<file path="config.mk">
export PLATFORM = sky130hd
export DESIGN_NAME = ppfifo_source
export DESIGN_NICKNAME = d
export VERILOG_FILES = /design/src/rtl/ppfifo_pkg.sv /design/src/rtl/ppfifo_pattern_gen.sv /design/src/rtl/ppfifo_source.sv
export SDC_FILE = /design/constraint.sdc
export NUM_CORES = 1
export LEC_CHECK = 0
export BUFFER_PORTS_ARGS = -buffer_cell sky130_fd_sc_hd__clkbuf_2
export CORE_MARGIN = 2
export CORE_UTILIZATION = 60
export CTS_BUF_LIST = sky130_fd_sc_hd__clkbuf_8
export CTS_CLUSTER_DIAMETER = 80
export DETAILED_ROUTE_END_ITERATION = 6
export PLACE_DENSITY = 0.8
export RECOVER_POWER = 50
export SYNTH_ARGS = -nofsm -noshare
export SYNTH_HDL_FRONTEND = slang
export SYNTH_HIERARCHICAL = 1
export SYNTH_SLANG_ARGS = --single-unit
</file>
<file path="constraint.sdc">
create_clock -name clk -period 7.95 [get_ports clk]
set_clock_uncertainty 0.1 [all_clocks]
set_input_delay 0.795 -clock clk [delete_from_list [all_inputs] [get_ports clk]]
set_output_delay 0.795 -clock clk [all_outputs]
set_load 0.01 [all_outputs]
</file>
<file path="src/rtl/ppfifo_pkg.sv">
// Shared definitions for the ping-pong FIFO source: pattern modes, FSM states,
// LFSR constants and burst-limit helper.
package ppfifo_pkg;

    localparam int unsigned PPF_SIZE_WIDTH = 24;

    typedef enum logic [1:0] {
        PPF_MODE_INCR  = 2'd0,
        PPF_MODE_LFSR  = 2'd1,
        PPF_MODE_FIXED = 2'd2,
        PPF_MODE_WALK  = 2'd3
    } ppf_mode_t;

    typedef enum logic {
        PPF_ST_IDLE,
        PPF_ST_FILL
    } ppf_state_t;

    // x^32 + x^22 + x^2 + x + 1 -> state bits 31, 21, 1, 0 feed back
    localparam logic [31:0] PPF_LFSR_TAPS         = 32'h8020_0003;
    localparam logic [31:0] PPF_LFSR_SEED_DEFAULT = 32'hACE1_0001;

    function automatic logic [PPF_SIZE_WIDTH-1:0] ppf_limit(
        input logic [PPF_SIZE_WIDTH-1:0] max_len,
        input logic [PPF_SIZE_WIDTH-1:0] size
    );
        return ((max_len == '0) || (max_len > size)) ? size : max_len;
    endfunction

endpackage

</file>
<file path="src/rtl/ppfifo_pattern_gen.sv">
// Test-pattern generator; each mode keeps its own state so streams continue
// across bursts, reloading on rst or reload.
module ppfifo_pattern_gen
    import ppfifo_pkg::*;
#(
    parameter int unsigned     DATA_WIDTH = 8,
    parameter logic [31:0]     LFSR_SEED  = PPF_LFSR_SEED_DEFAULT
) (
    input  logic                  clk,
    input  logic                  rst,
    input  logic                  reload,
    input  ppf_mode_t             mode,
    input  logic [DATA_WIDTH-1:0] fixed,
    input  logic                  advance,
    output logic [DATA_WIDTH-1:0] data
);

    logic [DATA_WIDTH-1:0] incr_q;
    logic [DATA_WIDTH-1:0] walk_q;
    logic [31:0]           lfsr_q;

    always_ff @(posedge clk) begin
        if (rst || reload) begin
            incr_q <= '0;
            walk_q <= DATA_WIDTH'(1);
            lfsr_q <= LFSR_SEED;
        end else if (advance) begin
            case (mode)
                PPF_MODE_INCR: incr_q <= incr_q + 1'b1;
                PPF_MODE_LFSR: lfsr_q <= {lfsr_q[30:0], ^(lfsr_q & PPF_LFSR_TAPS)};
                PPF_MODE_WALK: walk_q <= (walk_q << 1) | (walk_q >> (DATA_WIDTH - 1));
                default: ;
            endcase
        end
    end

    always_comb begin
        data = '0;
        case (mode)
            PPF_MODE_INCR:  data = incr_q;
            PPF_MODE_LFSR:  data = lfsr_q[DATA_WIDTH-1:0];
            PPF_MODE_FIXED: data = fixed;
            PPF_MODE_WALK:  data = walk_q;
            default:        data = '0;
        endcase
    end

endmodule

</file>
<file path="src/rtl/ppfifo_source.sv">
// Ping-pong FIFO write-side producer: claims a free buffer, fills it with a
// generated pattern up to a latched limit, then releases it.
module ppfifo_source
    import ppfifo_pkg::*;
#(
    parameter int unsigned DATA_WIDTH = 8,
    parameter logic [31:0] LFSR_SEED  = PPF_LFSR_SEED_DEFAULT
) (
    input  logic                      clk,
    input  logic                      rst,
    input  logic                      i_enable,
    input  logic [1:0]                i_mode,
    input  logic [DATA_WIDTH-1:0]     i_fixed_value,
    input  logic [PPF_SIZE_WIDTH-1:0] i_max_len,
    input  logic [1:0]                i_wr_rdy,
    output logic [1:0]                o_wr_act,
    input  logic [PPF_SIZE_WIDTH-1:0] i_wr_size,
    output logic                      o_wr_stb,
    output logic [DATA_WIDTH-1:0]     o_wr_data,
    output logic                      o_busy,
    output logic [31:0]               o_words_sent
);

    ppf_state_t                state, state_next;
    ppf_mode_t                 mode_q;
    logic [DATA_WIDTH-1:0]     fixed_q;
    logic [PPF_SIZE_WIDTH-1:0] count, limit;
    logic                      enable_q;
    logic                      start, advance, reload;
    logic [DATA_WIDTH-1:0]     pattern;

    assign start   = i_enable && (i_wr_rdy != 2'b00) && (o_wr_act == 2'b00);
    assign advance = (state == PPF_ST_FILL) && (count < limit);
    assign reload  = i_enable && !enable_q;

    ppfifo_pattern_gen #(
        .DATA_WIDTH (DATA_WIDTH),
        .LFSR_SEED  (LFSR_SEED)
    ) u_pattern (
        .clk     (clk),
        .rst     (rst),
        .reload  (reload),
        .mode    (mode_q),
        .fixed   (fixed_q),
        .advance (advance),
        .data    (pattern)
    );

    always_ff @(posedge clk) begin
        if (rst) state <= PPF_ST_IDLE;
        else     state <= state_next;
    end

    always_comb begin
        state_next = state;
        case (state)
            PPF_ST_IDLE: if (start)    state_next = PPF_ST_FILL;
            PPF_ST_FILL: if (!advance) state_next = PPF_ST_IDLE;
            default:                   state_next = PPF_ST_IDLE;
        endcase
    end

    always_comb begin
        o_busy = (state != PPF_ST_IDLE);
    end

    always_ff @(posedge clk) begin
        if (rst) begin
            o_wr_act     <= '0;
            o_wr_stb     <= 1'b0;
            o_wr_data    <= '0;
            o_words_sent <= '0;
            count        <= '0;
            limit        <= '0;
            mode_q       <= PPF_MODE_INCR;
            fixed_q      <= '0;
            enable_q     <= 1'b0;
        end else begin
            enable_q <= i_enable;
            o_wr_stb <= 1'b0;
            if (state == PPF_ST_IDLE) begin
                if (start) begin
                    // buffer 0 wins when both are free
                    o_wr_act <= i_wr_rdy[0] ? 2'b01 : 2'b10;
                    limit    <= ppf_limit(i_max_len, i_wr_size);
                    mode_q   <= ppf_mode_t'(i_mode);
                    fixed_q  <= i_fixed_value;
                    count    <= '0;
                end
            end else if (advance) begin
                o_wr_stb     <= 1'b1;
                o_wr_data    <= pattern;
                count        <= count + 1'b1;
                o_words_sent <= o_words_sent + 1'b1;
            end else begin
                o_wr_act <= '0;
            end
        end
    end

endmodule

</file>
==> results of run 1 <==
==> sequential cells by signal, summed over array words and instances, names as in the netlist <==
signal	flops
o_wr_data	8
o_wr_act	2
enable_q	1
o_busy	1
mode_q	2
limit	24
o_wr_stb	1
fixed_q	8
u_pattern/lfsr_q	32
u_pattern/incr_q	8
o_words_sent	32
u_pattern/walk_q	8
count	24
==> final cells by class <==
class / count / area [um^2] / area share (%)
clock inverters: 11 / 158.9 / 1.807
well taps: 172 / 215.2 / 2.447
inverters: 51 / 191.4 / 2.177
repair buffers: 114 / 528.0 / 6.005
multi-input cells: 704 / 4415 / 50.21
flip-flops and latches: 151 / 3023 / 34.38
clock buffers: 19 / 261.5 / 2.974
==> through the flow <==
step           cell area [um^2]  setup slack [ns]  total power (W)
6_report                   8793             2.542         0.001641
5_1_grt                    8793             2.141         0.001707
4_1_cts                    8869             3.916         0.001651
3_5_place_dp               8448             4.081         0.001036
3_3_place_gp               8448             4.150         0.001032
2_1_floorplan              7859             4.584        0.0009698
==> worst max-delay path by stage <==
stage | endpoint | slack, ns | cells after the start
floorplan | u_pattern/incr_q[5]$_SDFFE_PP0P_ | 4.58 | 12
global placement | u_pattern/lfsr_q[24]$_SDFFE_PP0P_ | 4.15 | 10
detailed placement | u_pattern/lfsr_q[13]$_SDFFE_PP0P_ | 4.08 | 9
CTS | u_pattern/lfsr_q[13]$_SDFFE_PP0P_ | 3.92 | 10
global route | count[5]$_SDFFE_PP0P_ | 2.14 | 6
finish | count[5]$_SDFFE_PP0P_ | 2.54 | 6
==> metal layers <==
layer | vias to the layer above | track usage [%] | part of all wire (%)
met5 | - | 0 | 0
met4 | 0 | 10.57 | 2.1
met3 | 26 | 4.151 | 5.3
met2 | 218 | 41.29 | 45
met1 | 3282 | 34.41 | 47
li1 | 3590 | - | -
==> cell families (layout without fill, tap and decap cells) <==
logic type	count (synthesis)	in the layout	share of synthesized area, %
and+or+nand+nor	384	384	24.96
AOI/OAI and AO/OA	216	216	15.63
DFF	151	151	38.47
buffers and inverters	106	195	5.206
adders and majority gates	50	50	7.961
xor gates and xnor gates	35	35	4.076
muxes	19	19	3.694
==> report_power, final <==
group / total, W / switching (W) / leakage [nW] / internal (W)
combinational: 0.000217 / 0.000139 / 1.83 / 0.0000776
clock: 0.000625 / 0.000273 / 0.225 / 0.000352
sequential: 0.000800 / 0.0000192 / 1.22 / 0.000780
==> tightest hold or removal path: cells and delay by family (launching register included) <==
family           cells  cell delay (ns)
AND/OR/NAND/NOR      1             0.05
flip-flops           1             0.31
AO/OA/AOI/OAI        1             0.05
==> cell usage in the layout (no fill, tap or decap), types with 18 or more instances in the layout <==
cell,instances
nor4_1,22
xnor2_1,33
inv_1,53
clkbuf_8,19
nor2_1,54
clkbuf_2,62
nand2_1,149
nand3_1,53
clkbuf_1,46
o21ai_0,70
dfxtp_1,151
ha_1,50
a21oi_1,85
nand4_1,18
a31oi_1,27
==> flow_summary.yaml, run 1 <==
critical_path:
  cpMaxStageDelayCell: "clkbuf_1"
  start_kind: "primary input"
  arrival_ns: 5.64
  critical_path.max_stage_delay_ns: 1.92
  reg2reg_slack_ns: 3.12
  r2r-start: "limit[22]$_SDFFE_PP0P_"
  crit_type: "in -> reg"
  crit_required_ns: 8.19
  crit_path_cell_trace: "clkbuf_2, clkbuf_1, clkinv_1, nand2_1, nor2_1, a31o_2"
  path_delay_family: "buffers and inverters"
  reg2regPathDepth: 11
  critPathBufInv: 3
  r2r-end: "u_pattern/lfsr_q[13]$_SDFFE_PP0P_"
  critical_path.max_fanout: 62
  worstSetupEndpointType: "register"
  startpoint: "rst"
sta:
  finalSetupViolCount: 0
  slew_headroom_pct: -82.41
  finalCriticalPeriod_ns: 5.408
  rsz0062_at_grt: "false"
  fmax_ghz: 0.1849
  fin_crit_sh_pct: 68.02
  worst_pin_slew_ns: 2.736
  whs_ns: 0.3564
  setup_tns_ns: 0
  drv_slew: 100
  hold_viol_final: 0
placed_design:
  gp_congestion: 0.8290
  io_buffers: 106
  dp_hpwl_mm: 12.56
  dp_cells: 1192
power:
  ir_worst_vdd_v: 0.00009527
  leakagePower_nw: 3.280
  p_per_area_mw_per_mm2: 186.6
yosys:
  syn_avg_cell_area_um2: 8.178
  yosysSeqAreaShare_pct: 38.47
  synth_edf_count: 0
  syn_nets: 1074
  synth_cell_types: 57
  ys_seq_elements: 151
  async_flop_share_pct: 0
  yosys_warnings: 6
  yosysMostFrequentCell: "dfxtp_1"
  synth_top_area_share_pct: 38.47
  yosys-top-cells-count: "151 x dfxtp_1, 149 x nand2_1, 85 x a21oi_1"
  syn_inst: 961
  synth_flop_cell: "dfxtp_1"
  synthTopCellsByArea: "dfxtp_1 38%, ha_1 8.0%, nand2_1 7.1%, a21oi_1 5.4%, o21ai_0 4.5%"
  synthesis.area_mm2: 0.007859
  synth_top_area_cell: "dfxtp_1"
run_status:
  violations: "max-capacitance violations, max-slew violations"
  status: "complete, but fails checks"
clock_tree:
  clkTransAtPathRegs_ns: 0.07
  cts_sinks: 151
  cts_tree: "done"
  cts_made_buffers: 17
  root_buffer: "clkbuf_8"
  cts_max_level: 4
  post_cts_buffers: 0
  insertion_delay_ns: 0.44
  clockBufferDepth: 2
  cts_resized: 0
  ctsHoldBuffers: 0
drt:
  routedWlPerCell_um: 14.77
  via_count: 7116
  vias_per_cell: 5.823
  drc: 0
  drtAntennaViolNets: 0
  dr.pass1.iters: 5
  detail_route.iter0.violations: 631
  routed_wl_mm: 18.05
final_layout:
  final_util_pct: 69.12
  drive_above_1_share_pct: 10.86
  diodes: 0
  fillers: 1109
  fin_nets: 1152
  syn_to_final_growth_pct: 11.89
  fin_cells: 1222
global_route:
  grt_usage_pct: 25.68
  overflow: 0
  grt_start_max_net_pins: 63
  grt_pass1_vias: 6309
  grt_pass1_wl_mm: 30.02
  antenna_found_initial: 0
floorplanning:
  core-area_mm2: 0.01272
  die_y_um: 118.4
  fp.dieW_um: 118.4
  fp-row-count: 41
  ios: 107
  die_area_mm2: 0.01403
  initial_core_util_pct: 61.77
hold_path:
  min_path_cells: 2
  holdCritPathClass: "reg -> reg"
  worstHoldStart: "fixed_q[1]$_SDFFE_PP0P_"
  worstHoldEndpoint: "fixed_q[1]$_SDFFE_PP0P_"
job:
  max-cap-violations: 2
(Power assumes the default switching activity.)
==> run 2, diff against run 1 <==
- CORE_UTILIZATION: 60 -> 54
- PLACE_DENSITY: 0.8 -> 0.76
- clock period: 7.95 -> 4.8 ns (I/O delays scaled with it)
==> run 2 against run 1 <==
Compared with the run above: the run still ends with max-capacitance violations, max-slew violations left; non-clock buffer count increased by 4; clock power grew 76%; via count fell by 0.20%; critical path depth grew 4; power is 70% higher; hold slack worse by 0.23 ns; critical endpoint is now count[12]$_SDFFE_PP0P_; combinational power up 70%; flip-flop and latch count did not move.
==> flow_summary.yaml, run 2 (same netlist as run 1, synthesis figures left out) <==
clock_tree:
  cts_sinks: 151
  clockBufferDepth: 2
  cts_resized: 0
  cts_made_buffers: 17
  cts_max_level: 4
  clkTransAtPathRegs_ns: 0.09
  root_buffer: "clkbuf_8"
  cts_tree: "done"
  insertion_delay_ns: 0.47
  post_cts_buffers: 0
  ctsHoldBuffers: 0
global_route:
  grt_pass1_vias: 6305
  grt_usage_pct: 23.54
  antenna_found_initial: 0
  grt_start_max_net_pins: 62
  grt_pass1_wl_mm: 30.29
  overflow: 0
floorplanning:
  core-area_mm2: 0.01437
  die_y_um: 124.6
  initial_core_util_pct: 54.69
  die_area_mm2: 0.01553
  fp.dieW_um: 124.6
  fp-row-count: 44
  ios: 107
power:
  combPwrFrac_pct: 13.2
  swShare_pct: 27.38
  ir_worst_vdd_v: 0.0001855
  p_clk_share_pct: 39.3
  internal_power_w: 0.002024
  p_sw_w: 0.0007635
  p_per_area_mw_per_mm2: 314.1
  leakagePower_nw: 3.286
  pwr-share-seq_pct: 47.5
  total_power_w: 0.002788
critical_path:
  startpoint: "limit[23]$_SDFFE_PP0P_"
  cpMaxStageDelayCell: "clkbuf_1"
  critical_path.max_fanout: 35
  r2r-start: "limit[23]$_SDFFE_PP0P_"
  reg2reg_slack_ns: 0.90
  arrival_ns: 4.19
  worstSetupEndpointType: "register"
  crit_type: "reg -> reg"
  crit_top_cell: "nand4_1"
  crit_required_ns: 5.09
  critPathBufInv: 2
  critical_path.max_stage_delay_ns: 1.12
  crit_path_cell_trace: "inv_1, ha_1, nand4_1, nor3_2, nand4_1, nor3_4, clkbuf_1, o21a_4, o21ai_0, a21oi_1"
  path_delay_family: "buffers and inverters"
  start_kind: "register"
hold_path:
  holdCritPathClass: "in -> reg"
  worstHoldStart: "i_fixed_value[1]"
drt:
  vias_per_cell: 5.727
  routed_wl_mm: 18.44
  detail_route.iter0.violations: 492
  routedWlPerCell_um: 14.87
  drtAntennaViolNets: 0
  drc: 0
  dr.pass1.iters: 5
  via_count: 7102
sta:
  finalSetupViolCount: 0
  rsz0062_at_grt: "false"
  setup_ws_ns: 0.9020
  slew_headroom_pct: -83.91
  worst_pin_slew_ns: 2.759
  whs_ns: 0.1247
  setup_tns_ns: 0
  finalCriticalPeriod_ns: 3.898
  hold_viol_final: 0
  fin_crit_sh_pct: 81.21
  fmax_ghz: 0.2565
  drv_slew: 62
run_status:
  status: "complete, but fails checks"
  violations: "max-capacitance violations, max-slew violations"
final_layout:
  drive_above_1_share_pct: 11.46
  top_regs: "o_words_sent (32), u_pattern/lfsr_q (32)"
  diodes: 0
  fin_nets: 1156
  syn_to_final_growth_pct: 12.94
  most-common-layout-cells: "151 x dfxtp_1, 149 x nand2_1, 85 x a21oi_1"
  final_common_cell: "dfxtp_1"
  fin_cells: 1240
placed_design:
  dp_slack_ns: 1.315
  dp_cells: 1208
  io_buffers: 106
  gp_congestion: 0.8521
  dp_hpwl_mm: 12.95
job:
  max-cap-violations: 2
run 2: cell type report:
type | count | area [um^2]
Clock buffer | 19 | 261.5
Sequential cell | 151 | 3023
Clock inverter | 13 | 193.9
Timing Repair Buffer | 118 | 548.0
Inverter | 51 | 191.4
Fill cell | 1295 | 5493
Multi-Input combinational cell | 704 | 4428
Tap cell | 184 | 230.2
run 2: path summary, 6_finish.rpt:
kind	cells after the start	to
setup / recovery	10	count[12]$_SDFFE_PP0P_
hold / removal	3	fixed_q[1]$_SDFFE_PP0P_
setup reg to reg	10	count[12]$_SDFFE_PP0P_
hold reg to reg	2	fixed_q[4]$_SDFFE_PP0P_
run 2: power groups by stage:
stage	clock [W]	sequential, W	combinational (W)
floorplan	0	0.00134	0.000264
global placement	0	0.00135	0.000365
detailed placement	0	0.00135	0.000370
CTS	0.00111	0.00132	0.000372
global route	0.00117	0.00133	0.000412
finish	0.00110	0.00132	0.000368
run 2: worst reg2reg max path: cells and delay by family (launching register included):
kind	cells	cell delay, ns
compound gates	3	0.86
simple gates	4	1.05
fa+ha+maj	1	0.30
flops	1	0.35
buf+inv	2	1.17
run 2: per-layer routing:
metal	routed length, um	up-vias	share of wire [%]	GRT usage [%]
li1	-	3589	-	-
met1	8845	3254	48	32.08
met2	8270	226	45	37.32
met3	984	33	5.3	4.038
met4	337	0	1.8	9.319
met5	0	-	0	0
run 2: metrics by stage:
| stage | utilization [%] | instance area [um^2] |
|---|---|---|
| 2_1_floorplan | - | 7859 |
| 3_3_place_gp | 59.11 | 8493 |
| 3_5_place_dp | 59.11 | 8493 |
| 4_1_cts | 62.28 | 8949 |
| 5_1_grt | 61.77 | 8876 |
| 6_report | 61.77 | 8876 |
